`src/rtl/raymarch_pixel_scheduler.sv`:
```
// rtl/raymarch_pixel_scheduler.sv - raster-order pixel sequencer between raymarcher core and framebuffer
//
// Walks every pixel of a WIDTH x HEIGHT frame, issues each coordinate to the
// raymarcher, waits for its pixel_done, captures the RGB result and writes it
// to the framebuffer through a valid/ready port.
//
// Optional feature macro: PIXEL_TIMEOUT_EN
//   When defined, a per-pixel watchdog substitutes magenta (24'hFF00FF) for any
//   pixel whose rm_done_in does not arrive within TIMEOUT cycles of WAIT.
//
// Ports:
//   clk_in          in   system clock
//   rst_in          in   asynchronous active-high reset
//   start_in        in   begin a frame (sampled in IDLE only)
//   continuous_in   in   restart immediately at end of frame
//   rm_valid_out    out  one-cycle pulse, new pixel issued
//   rm_x_out        out  pixel x, stable from issue until write accepted
//   rm_y_out        out  pixel y, stable from issue until write accepted
//   rm_done_in      in   raymarcher pixel_done pulse
//   rm_rgb_in       in   {r,g,b} valid with rm_done_in
//   fb_we_out       out  framebuffer write valid
//   fb_addr_out     out  y*WIDTH + x
//   fb_data_out     out  captured {r,g,b}
//   fb_ready_in     in   framebuffer accepts write
//   frame_start_out out  pulse when pixel (0,0) is issued
//   frame_done_out  out  pulse when the last pixel write is accepted
//   busy_out        out  high in any state except IDLE

module raymarch_pixel_scheduler #(
    parameter int WIDTH   = 320,
    parameter int HEIGHT  = 180,
    parameter int TIMEOUT = 4096,
    localparam int XW = $clog2(WIDTH),
    localparam int YW = $clog2(HEIGHT),
    localparam int AW = $clog2(WIDTH * HEIGHT)
) (
    input  logic          clk_in,
    input  logic          rst_in,
    input  logic          start_in,
    input  logic          continuous_in,
    output logic          rm_valid_out,
    output logic [XW-1:0] rm_x_out,
    output logic [YW-1:0] rm_y_out,
    input  logic          rm_done_in,
    input  logic [23:0]   rm_rgb_in,
    output logic          fb_we_out,
    output logic [AW-1:0] fb_addr_out,
    output logic [23:0]   fb_data_out,
    input  logic          fb_ready_in,
    output logic          frame_start_out,
    output logic          frame_done_out,
    output logic          busy_out
);

    localparam logic [XW-1:0] X_LAST = XW'(WIDTH - 1);
    localparam logic [YW-1:0] Y_LAST = YW'(HEIGHT - 1);
    localparam logic [AW-1:0] W_AW   = AW'(WIDTH);
    localparam logic [23:0]   MAGENTA = 24'hFF00FF;

    typedef enum logic [1:0] {
        S_IDLE,
        S_ISSUE,
        S_WAIT,
        S_WRITE
    } state_t;

    state_t        state_q, state_nx;
    logic [XW-1:0] x_q;
    logic [YW-1:0] y_q;
    logic [23:0]   data_q;
    logic          last_px;
    logic          accept;
    logic          timeout_hit;

    assign last_px = (x_q == X_LAST) && (y_q == Y_LAST);
    assign accept  = (state_q == S_WRITE) && fb_ready_in;

`ifdef PIXEL_TIMEOUT_EN
    localparam int TW = (TIMEOUT > 1) ? $clog2(TIMEOUT) : 1;
    logic [TW-1:0] cnt_q;

    // Real data arriving on the same cycle as expiry takes priority.
    assign timeout_hit = (state_q == S_WAIT) && (cnt_q == TW'(TIMEOUT - 1)) && !rm_done_in;

    always_ff @(posedge clk_in or posedge rst_in) begin
        if (rst_in) begin
            cnt_q <= '0;
        end else if (state_q == S_ISSUE) begin
            cnt_q <= '0;
        end else if (state_q == S_WAIT) begin
            cnt_q <= cnt_q + TW'(1);
        end
    end
`else
    logic unused_timeout;
    assign unused_timeout = TIMEOUT[0];
    assign timeout_hit    = 1'b0;
`endif

    always_comb begin
        state_nx        = state_q;
        rm_valid_out    = 1'b0;
        frame_start_out = 1'b0;
        fb_we_out       = 1'b0;
        frame_done_out  = 1'b0;
        case (state_q)
            S_IDLE: begin
                if (start_in) state_nx = S_ISSUE;
            end
            S_ISSUE: begin
                rm_valid_out    = 1'b1;
                frame_start_out = (x_q == '0) && (y_q == '0);
                state_nx        = S_WAIT;
            end
            S_WAIT: begin
                if (rm_done_in || timeout_hit) state_nx = S_WRITE;
            end
            S_WRITE: begin
                fb_we_out = 1'b1;
                if (fb_ready_in) begin
                    if (last_px) begin
                        frame_done_out = 1'b1;
                        state_nx       = continuous_in ? S_ISSUE : S_IDLE;
                    end else begin
                        state_nx = S_ISSUE;
                    end
                end
            end
            default: state_nx = S_IDLE;
        endcase
    end

    always_ff @(posedge clk_in or posedge rst_in) begin
        if (rst_in) begin
            state_q <= S_IDLE;
            x_q     <= '0;
            y_q     <= '0;
            data_q  <= '0;
        end else begin
            state_q <= state_nx;
            if (state_q == S_IDLE && start_in) begin
                x_q <= '0;
                y_q <= '0;
            end
            if (state_q == S_WAIT) begin
                if (rm_done_in) data_q <= rm_rgb_in;
                else if (timeout_hit) data_q <= MAGENTA;
            end
            if (accept) begin
                if (last_px) begin
                    x_q <= '0;
                    y_q <= '0;
                end else if (x_q == X_LAST) begin
                    x_q <= '0;
                    y_q <= y_q + YW'(1);
                end else begin
                    x_q <= x_q + XW'(1);
                end
            end
        end
    end

    assign rm_x_out    = x_q;
    assign rm_y_out    = y_q;
    assign fb_data_out = data_q;
    assign fb_addr_out = AW'(y_q) * W_AW + AW'(x_q);
    assign busy_out    = (state_q != S_IDLE);

endmodule
```
`config.mk`:
```
export PLATFORM = sky130hd
export DESIGN_NAME = raymarch_pixel_scheduler
export DESIGN_NICKNAME = d
export VERILOG_FILES = /design/src/rtl/raymarch_pixel_scheduler.sv
export SDC_FILE = /design/constraint.sdc
export NUM_CORES = 1
export LEC_CHECK = 0
export ABC_AREA = 1
export CAP_MARGIN = 5
export CORE_MARGIN = 2
export CORE_UTILIZATION = 45
export DETAILED_ROUTE_END_ITERATION = 6
export PLACE_DENSITY_LB_ADDON = 0.1
export SETUP_SLACK_MARGIN = 0.3
export SYNTH_ARGS = -nofsm -noshare
export SYNTH_HDL_FRONTEND = slang
export SYNTH_SLANG_ARGS = --single-unit
```
`constraint.sdc`:
```
create_clock -name clk_in -period 3.3 [get_ports clk_in]
set_clock_uncertainty 0.2 [all_clocks]
set_input_delay 0.495 -clock clk_in [delete_from_list [all_inputs] [get_ports clk_in]]
set_output_delay 0.495 -clock clk_in [all_outputs]
set_load 0.01 [all_outputs]
```
Yosys cells after proc, flatten, opt, wreduce, memory -nomap -nowiden

Index checks and enable logic that the tools add are counted.
Widths: inputs -> output; s select.

Flip-flop bits (word level): 43
Input port bits: 30
Output and inout bits: 62
Logic and storage cells: 47

$add $sub $neg: 3
$mul: 1
Equality and inequality tests: 8
Muxes and demuxes: 20
Reductions and logical operators: 11

Operators by type and width:

| operator             | number |
|---|---|
| $mux 9               | 4 |
| $mux 8               | 4 |
| $add 16x9->16        | 1 |
| $mul 8x3->10 const B | 1 |
| $add 9x1->9 const B  | 1 |
| $eq 9x9->1 const B   | 1 |
| $logic_not 9->1      | 1 |
| $add 8x1->8 const B  | 1 |
| $eq 8x8->1 const B   | 1 |
| $logic_not 8->1      | 1 |
| $mux 1               | 8 |
| $pmux 2 s4           | 1 |
| $mux 2               | 3 |
| $ne 2x2->1 const B   | 3 |
| $eq 2x2->1 const B   | 2 |
| $logic_and 1x1->1    | 4 |
| $reduce_bool 2->1    | 2 |
| $reduce_and 3->1     | 1 |
| $eq 2x1->1 const B   | 1 |
| $logic_not 2->1      | 1 |
| $reduce_and 2->1     | 1 |

Logic depth before layout (Yosys ltp)

Gate-level depths: netlist of run 1.

Word-level depth: 6
Gate-level depth with buffers: 13

Worst setup path after synthesis of run 1

OpenSTA, ideal clock, no wires.

Kind: reg2out
Start point: reg y_q[1] (netlist: rm_y_out[1])
End point: out fb_addr_out[13]
Arrival: 2169 ps
Required time: 2605 ps
Slack: 436 ps
Cell stages (with the launch flop): 9
Path buffers: 0
Cell sequence: dfrtp_1 > ha_1 > ha_1 > inv_1 > fa_1 > xnor2_1 > nand3_1 > nor2_1 > xor2_1

Word-level cells in the longest chain between the ends: 2

Ends and longest elaborated chain:

| what                     | RTL line | text |
|---|---|---|
| start: declaration       | 69       | `logic [YW-1:0] y_q;` |
| start signal: assignment | 155      | `y_q <= y_q + YW'(1);` |
| $mul 8x3->10             | 166      | `assign fb_addr_out = AW'(y_q) * W_AW + AW'(x_q);` |
| $add 16x9->16            | 166      |  |
| end: declaration         | 47       | `output logic [AW-1:0] fb_addr_out,` |

No other way between the ends.

Worst setup path in the final report of run 1

Same ends and word-level chain as after synthesis.

==> results of run 1 <==
layer usage:
metal,share of wire,GRT usage,routed length [µm],vias up
met5,0,0,0,-
met4,0.015,0.0566,100,0
met3,0.087,0.0696,578,11
met2,0.46,0.318,3040,92
met1,0.44,0.249,2910,1162
li1,-,-,-,1264
cell families after synthesis:
family	after synthesis	synth area share
mux	24	0.0967
fa+ha+maj	26	0.122
xor+xnor	13	0.0407
compound gates	33	0.0649
buf+inv	58	0.0882
flops	43	0.385
simple gates	121	0.203
how the worst max path moves through the flow:
| stage | start | to | cells after the start |
|---|---|---|---|
| floorplan | rm_y_out[1]$_DFF_PP0_ | fb_addr_out[13] | 8 |
| global placement | rm_y_out[1]$_DFF_PP0_ | fb_addr_out[15] | 10 |
| detailed placement | rm_y_out[1]$_DFF_PP0_ | fb_addr_out[15] | 10 |
| CTS | rm_y_out[3]$_DFF_PP0_ | fb_addr_out[15] | 12 |
| global route | rm_y_out[1]$_DFF_PP0_ | fb_addr_out[13] | 11 |
| finish | rm_y_out[1]$_DFF_PP0_ | fb_addr_out[13] | 11 |
flip-flops by register name (all words and copies together) (netlist names):
signal / cells
fb_data_out: 24
rm_y_out: 8
state_q: 2
rm_x_out: 9
cell usage after synthesis, types with 5 or more instances:
cell type | number | area, µm²
nand2_1 | 65 | 244
inv_1 | 46 | 173
dfrtp_1 | 43 | 1080
ha_1 | 24 | 300
mux2_2 | 24 | 270
nand3_1 | 22 | 110
nor2_1 | 17 | 63.8
a21oi_1 | 12 | 60.1
o21ai_0 | 11 | 55.1
nand4_1 | 8 | 50.1
o22ai_1 | 8 | 50.1
xor2_1 | 8 | 70.1
buf_4 | 6 | 45.0
xnor2_1 | 5 | 43.8
critical path, delay by kind of cell (launching register included):
kind          cells  cell delay [ps]
xor+xnor          1              120
fa+ha+maj         3              950
flops             1              390
simple gates      3              410
buf+inv           4              390
timing repair:
action                     4_1_cts  5_1_grt
setup buffers                    4        5
gates resized for setup         34       10
setup endpoints to repair        8        7
hold buffers                     0        0
pin swaps                        9        7
power by group through the flow:
stage	clock (mW)	combinational (mW)	sequential [mW]
2_1_floorplan	0	0.401	0.888
3_3_place_gp	0	0.972	0.807
3_5_place_dp	0	0.977	0.820
4_1_cts	0.424	0.984	0.811
5_1_grt	0.446	1.06	0.835
6_report	0.412	0.977	0.807
final cells by class:
class	count	area [µm²]
clock inverter	3	43.8
inverter	49	186
sequential	43	1080
fill	490	1880
clock buffer	5	68.8
timing repair buffer	113	1060
multi-input combinational	217	1550
tap	75	93.8
stage by stage:
step / instances / power (mW)
5_1_grt: 505 / 2.34
6_report: 505 / 2.20
2_1_floorplan: 318 / 1.29
3_5_place_dp: 488 / 1.80
3_3_place_gp: 488 / 1.78
4_1_cts: 500 / 2.22
==> results_dict.tcl, run 1 <==
set metrics [dict create \
    status "completed" \
    place_area_mm2 0.00384 \
    finalNetCount 485 \
    grt.total_usage 0.197 \
    period_share 0.983 \
    cts.clk_slew.worst_paths_ps 90 \
    ctsRootBufferMaster "clkbuf_8" \
    io_buffers 91 \
    tns_ps 0 \
    post_drt_wl_per_cell_um 13.1 \
    synth-edff-count 0 \
    drive_gt1_frac 0.191 \
    post-route-util 0.685 \
    pre_cts_ws_ps -1.69 \
    p_per_area_mw_per_mm2 538 \
    slew_headroom 0.633 \
    grt_pass1_vias 2453 \
    critPathKind "flop to primary output" \
    setup_viol 0 \
    layout_common_cells "clkdlybuf4s50_1, nand2_1, inv_1" \
    fp.dieH_um 82.8 \
    grt.overflow.total 0 \
    die_w_um 82.8 \
    async_flop_share 1.00 \
    worstPathRequired_ps 2600 \
    cp_cell_sequence "ha_1 -> ha_2 -> inv_2 -> fa_2 -> nor2_4 -> nand3_2 -> nor2_4 -> buf_6 -> buf_6 -> xor2_1 -> buf_2" \
    ys_warn_count 0 \
    initial_utilization 0.469 \
    syn-cell-area_mm2 0.00280 \
    syn_nets 374 \
    hp-class "flop to flop" \
    p_leak_nw 2.01 \
    start_kind "flop" \
    crit_path_top_delay_cell "fa_2" \
    die_area_mm2 0.00686 \
    first_iter_violations 107 \
    antenna_cells 0 \
    switching_share 0.314 \
    vias 2529 \
    synth_flop_cell "dfrtp_1" \
    cts_tree "yes" \
    rows 28 \
    p_comb_frac 0.445 \
    drv_slew 0 \
    min-delay-start "fb_data_out[9]$_DFFE_PP0P_" \
    hold_viol_final 0 \
    cts_made_buffers 5 \
    worst_slack_ps 56.2 \
    r2r_cells 6 \
    synth_seq_area_share 0.385 \
    pwr-share-seq 0.368 \
    cp.arrival_ps 2550 \
    place_congestion 0.888 \
    final_antenna_net_count 0 \
    rsz0062_at_grt "true" \
    crit_fanout 2 \
    vias_per_cell 5.01 \
    dp.final_hpwl_mm 4.92 \
    totalWireLength_mm 6.63 \
    finalInstanceArea_mm2 0.00408 \
    p_int_mw 1.51 \
    cp_slowest_stage_delay_ps 470 \
    hold_depth 1 \
    ys_ff_latch 43 \
    drc 0 \
    switching_power_mw 0.690 \
    first_pass_iters 4 \
    timing.rr.start "state_q[0]$_DFFE_PP0P_" \
    r2r_end "rm_x_out[0]$_DFFE_PP0P_" \
    worst_slew_pin_slew_ps 550 \
    cts.sinks 43 \
    areaGrowthSynthToFinish_pct 45.9 \
    fmax_ghz 0.308 \
    grt_max_degree 44 \
    antenna_found_initial 0 \
    cts_buffer_depth 2 \
    peakVddDrop_mv 0.423 \
    htree_levels 2 \
    layout_commonest_cell "clkdlybuf4s50_1" \
    clkPwrFrac 0.188 \
    synth_cells 318 \
    ys_types 28 \
    grt_pass1_wl_mm 11.2 \
    whs_ps 309 \
    io_pins 92 \
    layout_min_cycle_time_ps 3240 \
    syn_avg_cell_area_um2 8.79 \
    insertion_delay_ps 300 \
    hold_end "fb_data_out[9]$_DFFE_PP0P_" \
    critPathCaptureType "primary output" \
    reg2reg_slack_ps 1330 \
    maxCapViolCount 0 \
    core_area_mm2 0.00596 \
]
(Power assumes the default switching activity.)
==> run 2: changes to the inputs <==
Settings changed: CORE_ASPECT_RATIO set to 1.25.
==> run 2 against run 1 <==
  * Sequential share of layout area decreased by 0.23 points
  * Critical path depth stayed put
  * Utilization down 0.87 points
  * Final area increased by 0.89%
  * Power rose by 1.6%
  * Global-route usage grew 0.81 points
  * Sequential cell count unchanged
  * Largest cell class unchanged
  * Highest routed layer unchanged
==> results_dict.tcl, run 2 (synthesis gave the netlist of run 1 again) <==
set metrics [dict create \
    setup_viol 0 \
    grt_pass1_wl_mm 11.0 \
    layout_min_cycle_time_ps 3150 \
    io_buffers 91 \
    antenna_found_initial 0 \
    start_kind "flop" \
    die_area_mm2 0.00686 \
    first_iter_violations 135 \
    p_per_area_mw_per_mm2 542 \
    min-delay-start "fb_data_out[13]$_DFFE_PP0P_" \
    status "completed" \
    place_congestion 0.813 \
    cts_made_buffers 5 \
    tns_ps 0 \
    critPathKind "flop to primary output" \
    layout_common_cells "clkdlybuf4s50_1, nand2_1, dfrtp_1" \
    hp-class "flop to flop" \
    path_common_cell "buf_6" \
    cp_slowest_stage_delay_ps 460 \
    antenna_cells 0 \
    cts_buffer_depth 2 \
    vias_per_cell 4.97 \
    dp.final_hpwl_mm 4.85 \
    worst_slew_pin_slew_ps 555 \
    maxCapViolCount 0 \
    htree_levels 2 \
    switching_power_mw 0.695 \
    drive_gt1_frac 0.209 \
    slew_headroom 0.630 \
    finalInstanceArea_mm2 0.00411 \
    insertion_delay_ps 300 \
    post-route-util 0.676 \
    areaGrowthSynthToFinish_pct 47.2 \
    fin_cells 516 \
    cts.clk_slew.worst_paths_ps 90 \
    clkPwrFrac 0.194 \
    final_antenna_net_count 0 \
    rows 32 \
    p_int_mw 1.54 \
    rsz0062_at_grt "true" \
    cp.arrival_ps 2450 \
    grt_pass1_vias 2577 \
    cp_cell_sequence "ha_1 -> ha_2 -> inv_2 -> fa_2 -> nor2_4 -> buf_6 -> buf_6 -> buf_6 -> nand2_2 -> xnor2_1 -> buf_2" \
    place_area_mm2 0.00384 \
    largest_register_ffs 24 \
    drv_slew 0 \
    hold_viol_final 0 \
    die_w_um 74.5 \
    totalWireLength_mm 6.53 \
    peakVddDrop_mv 0.402 \
    core_area_mm2 0.00609 \
    first_pass_iters 4 \
    cts_hold_buffers 0 \
    initial_utilization 0.459 \
    fmax_ghz 0.318 \
    cts.sinks 43 \
    p_leak_nw 2.00 \
    worst_slack_ps 154 \
    crit_fanout 2 \
    cp_num_buf_inv 5 \
    placed_cells 497 \
    switching_share 0.312 \
    pre_cts_ws_ps 12.7 \
    grt.overflow.total 0 \
    grt_max_degree 44 \
    worstPathRequired_ps 2600 \
    drc 0 \
    period_share 0.953 \
    io_pins 92 \
    post_drt_wl_per_cell_um 12.6 \
    timing.rr.start "rm_y_out[0]$_DFF_PP0_" \
    critPathCaptureType "primary output" \
    p_comb_frac 0.447 \
    crit_path_top_delay_cell "fa_2" \
    total_power_mw 2.23 \
    ctsRootBufferMaster "clkbuf_8" \
    layout_commonest_cell "clkdlybuf4s50_1" \
    critical-path-top-delay-family "adder cells" \
    finalNetCount 486 \
    fp.dieH_um 92.1 \
    pwr-share-seq 0.360 \
    whs_ps 309 \
    cts_tree "yes" \
    vias 2564 \
    grt.total_usage 0.205 \
    crit_path_start "rm_y_out[1]$_DFF_PP0_" \
]
==> run 2: path summary, 6_finish.rpt <==
| check | cells past startpoint | slack (ps) | endpoint |
|---|---|---|---|
| hold / removal | 1 | 310 | fb_data_out[13]$_DFFE_PP0P_ |
| hold reg to reg | 1 | 310 | fb_data_out[13]$_DFFE_PP0P_ |
| setup reg to reg | 10 | 1420 | rm_y_out[5]$_DFF_PP0_ |
| max in group asynchronous | 3 | 2060 | rm_x_out[0]$_DFFE_PP0P_ |
| setup / recovery | 11 | 150 | fb_addr_out[11] |
| min in group asynchronous | 3 | 430 | fb_data_out[12]$_DFFE_PP0P_ |
==> run 2: routing by layer <==
metal	part of all wire	global-route usage
met1	0.40	0.246
met2	0.51	0.344
met3	0.066	0.0571
met4	0.019	0.0729
met5	0	0
==> run 2: cell type report <==
type | count | area, µm²
inverter | 49 | 186
multi-input combinational | 217 | 1560
timing repair buffer | 114 | 1070
sequential | 43 | 1080
tap | 85 | 106
clock buffer | 6 | 82.6
fill | 524 | 1970
clock inverter | 2 | 35.0
==> run 2: repair_timing <==
action                                  CTS  global route
endpoints found under the setup margin    7             9
setup buffers                             4             7
cloned                                    0             0
pin swaps                                10            10
gates resized for setup                  35            16
==> run 2: power groups by stage <==
stage | Combinational, mW | Sequential, mW | Clock (mW)
5_1_grt | 1.09 | 0.828 | 0.462
6_report | 0.997 | 0.803 | 0.432
3_3_place_gp | 0.971 | 0.809 | 0
3_5_place_dp | 0.982 | 0.818 | 0
4_1_cts | 0.997 | 0.807 | 0.441
2_1_floorplan | 0.401 | 0.888 | 0
==> run 2: worst reg2reg max path, delay by kind of cell, from the launching register on <==
kind / cells / cell delay [ps]
and+or+nand+nor: 6 / 660
buffers and inverters: 3 / 340
DFF: 1 / 360
adders and majority gates: 1 / 220
==> run 3: changes to the inputs <==
Settings changed: HOLD_SLACK_MARGIN set to 0.03.
==> results of run 3 <==
The final DEF is identical to that of run 2; final timing and power are the same.
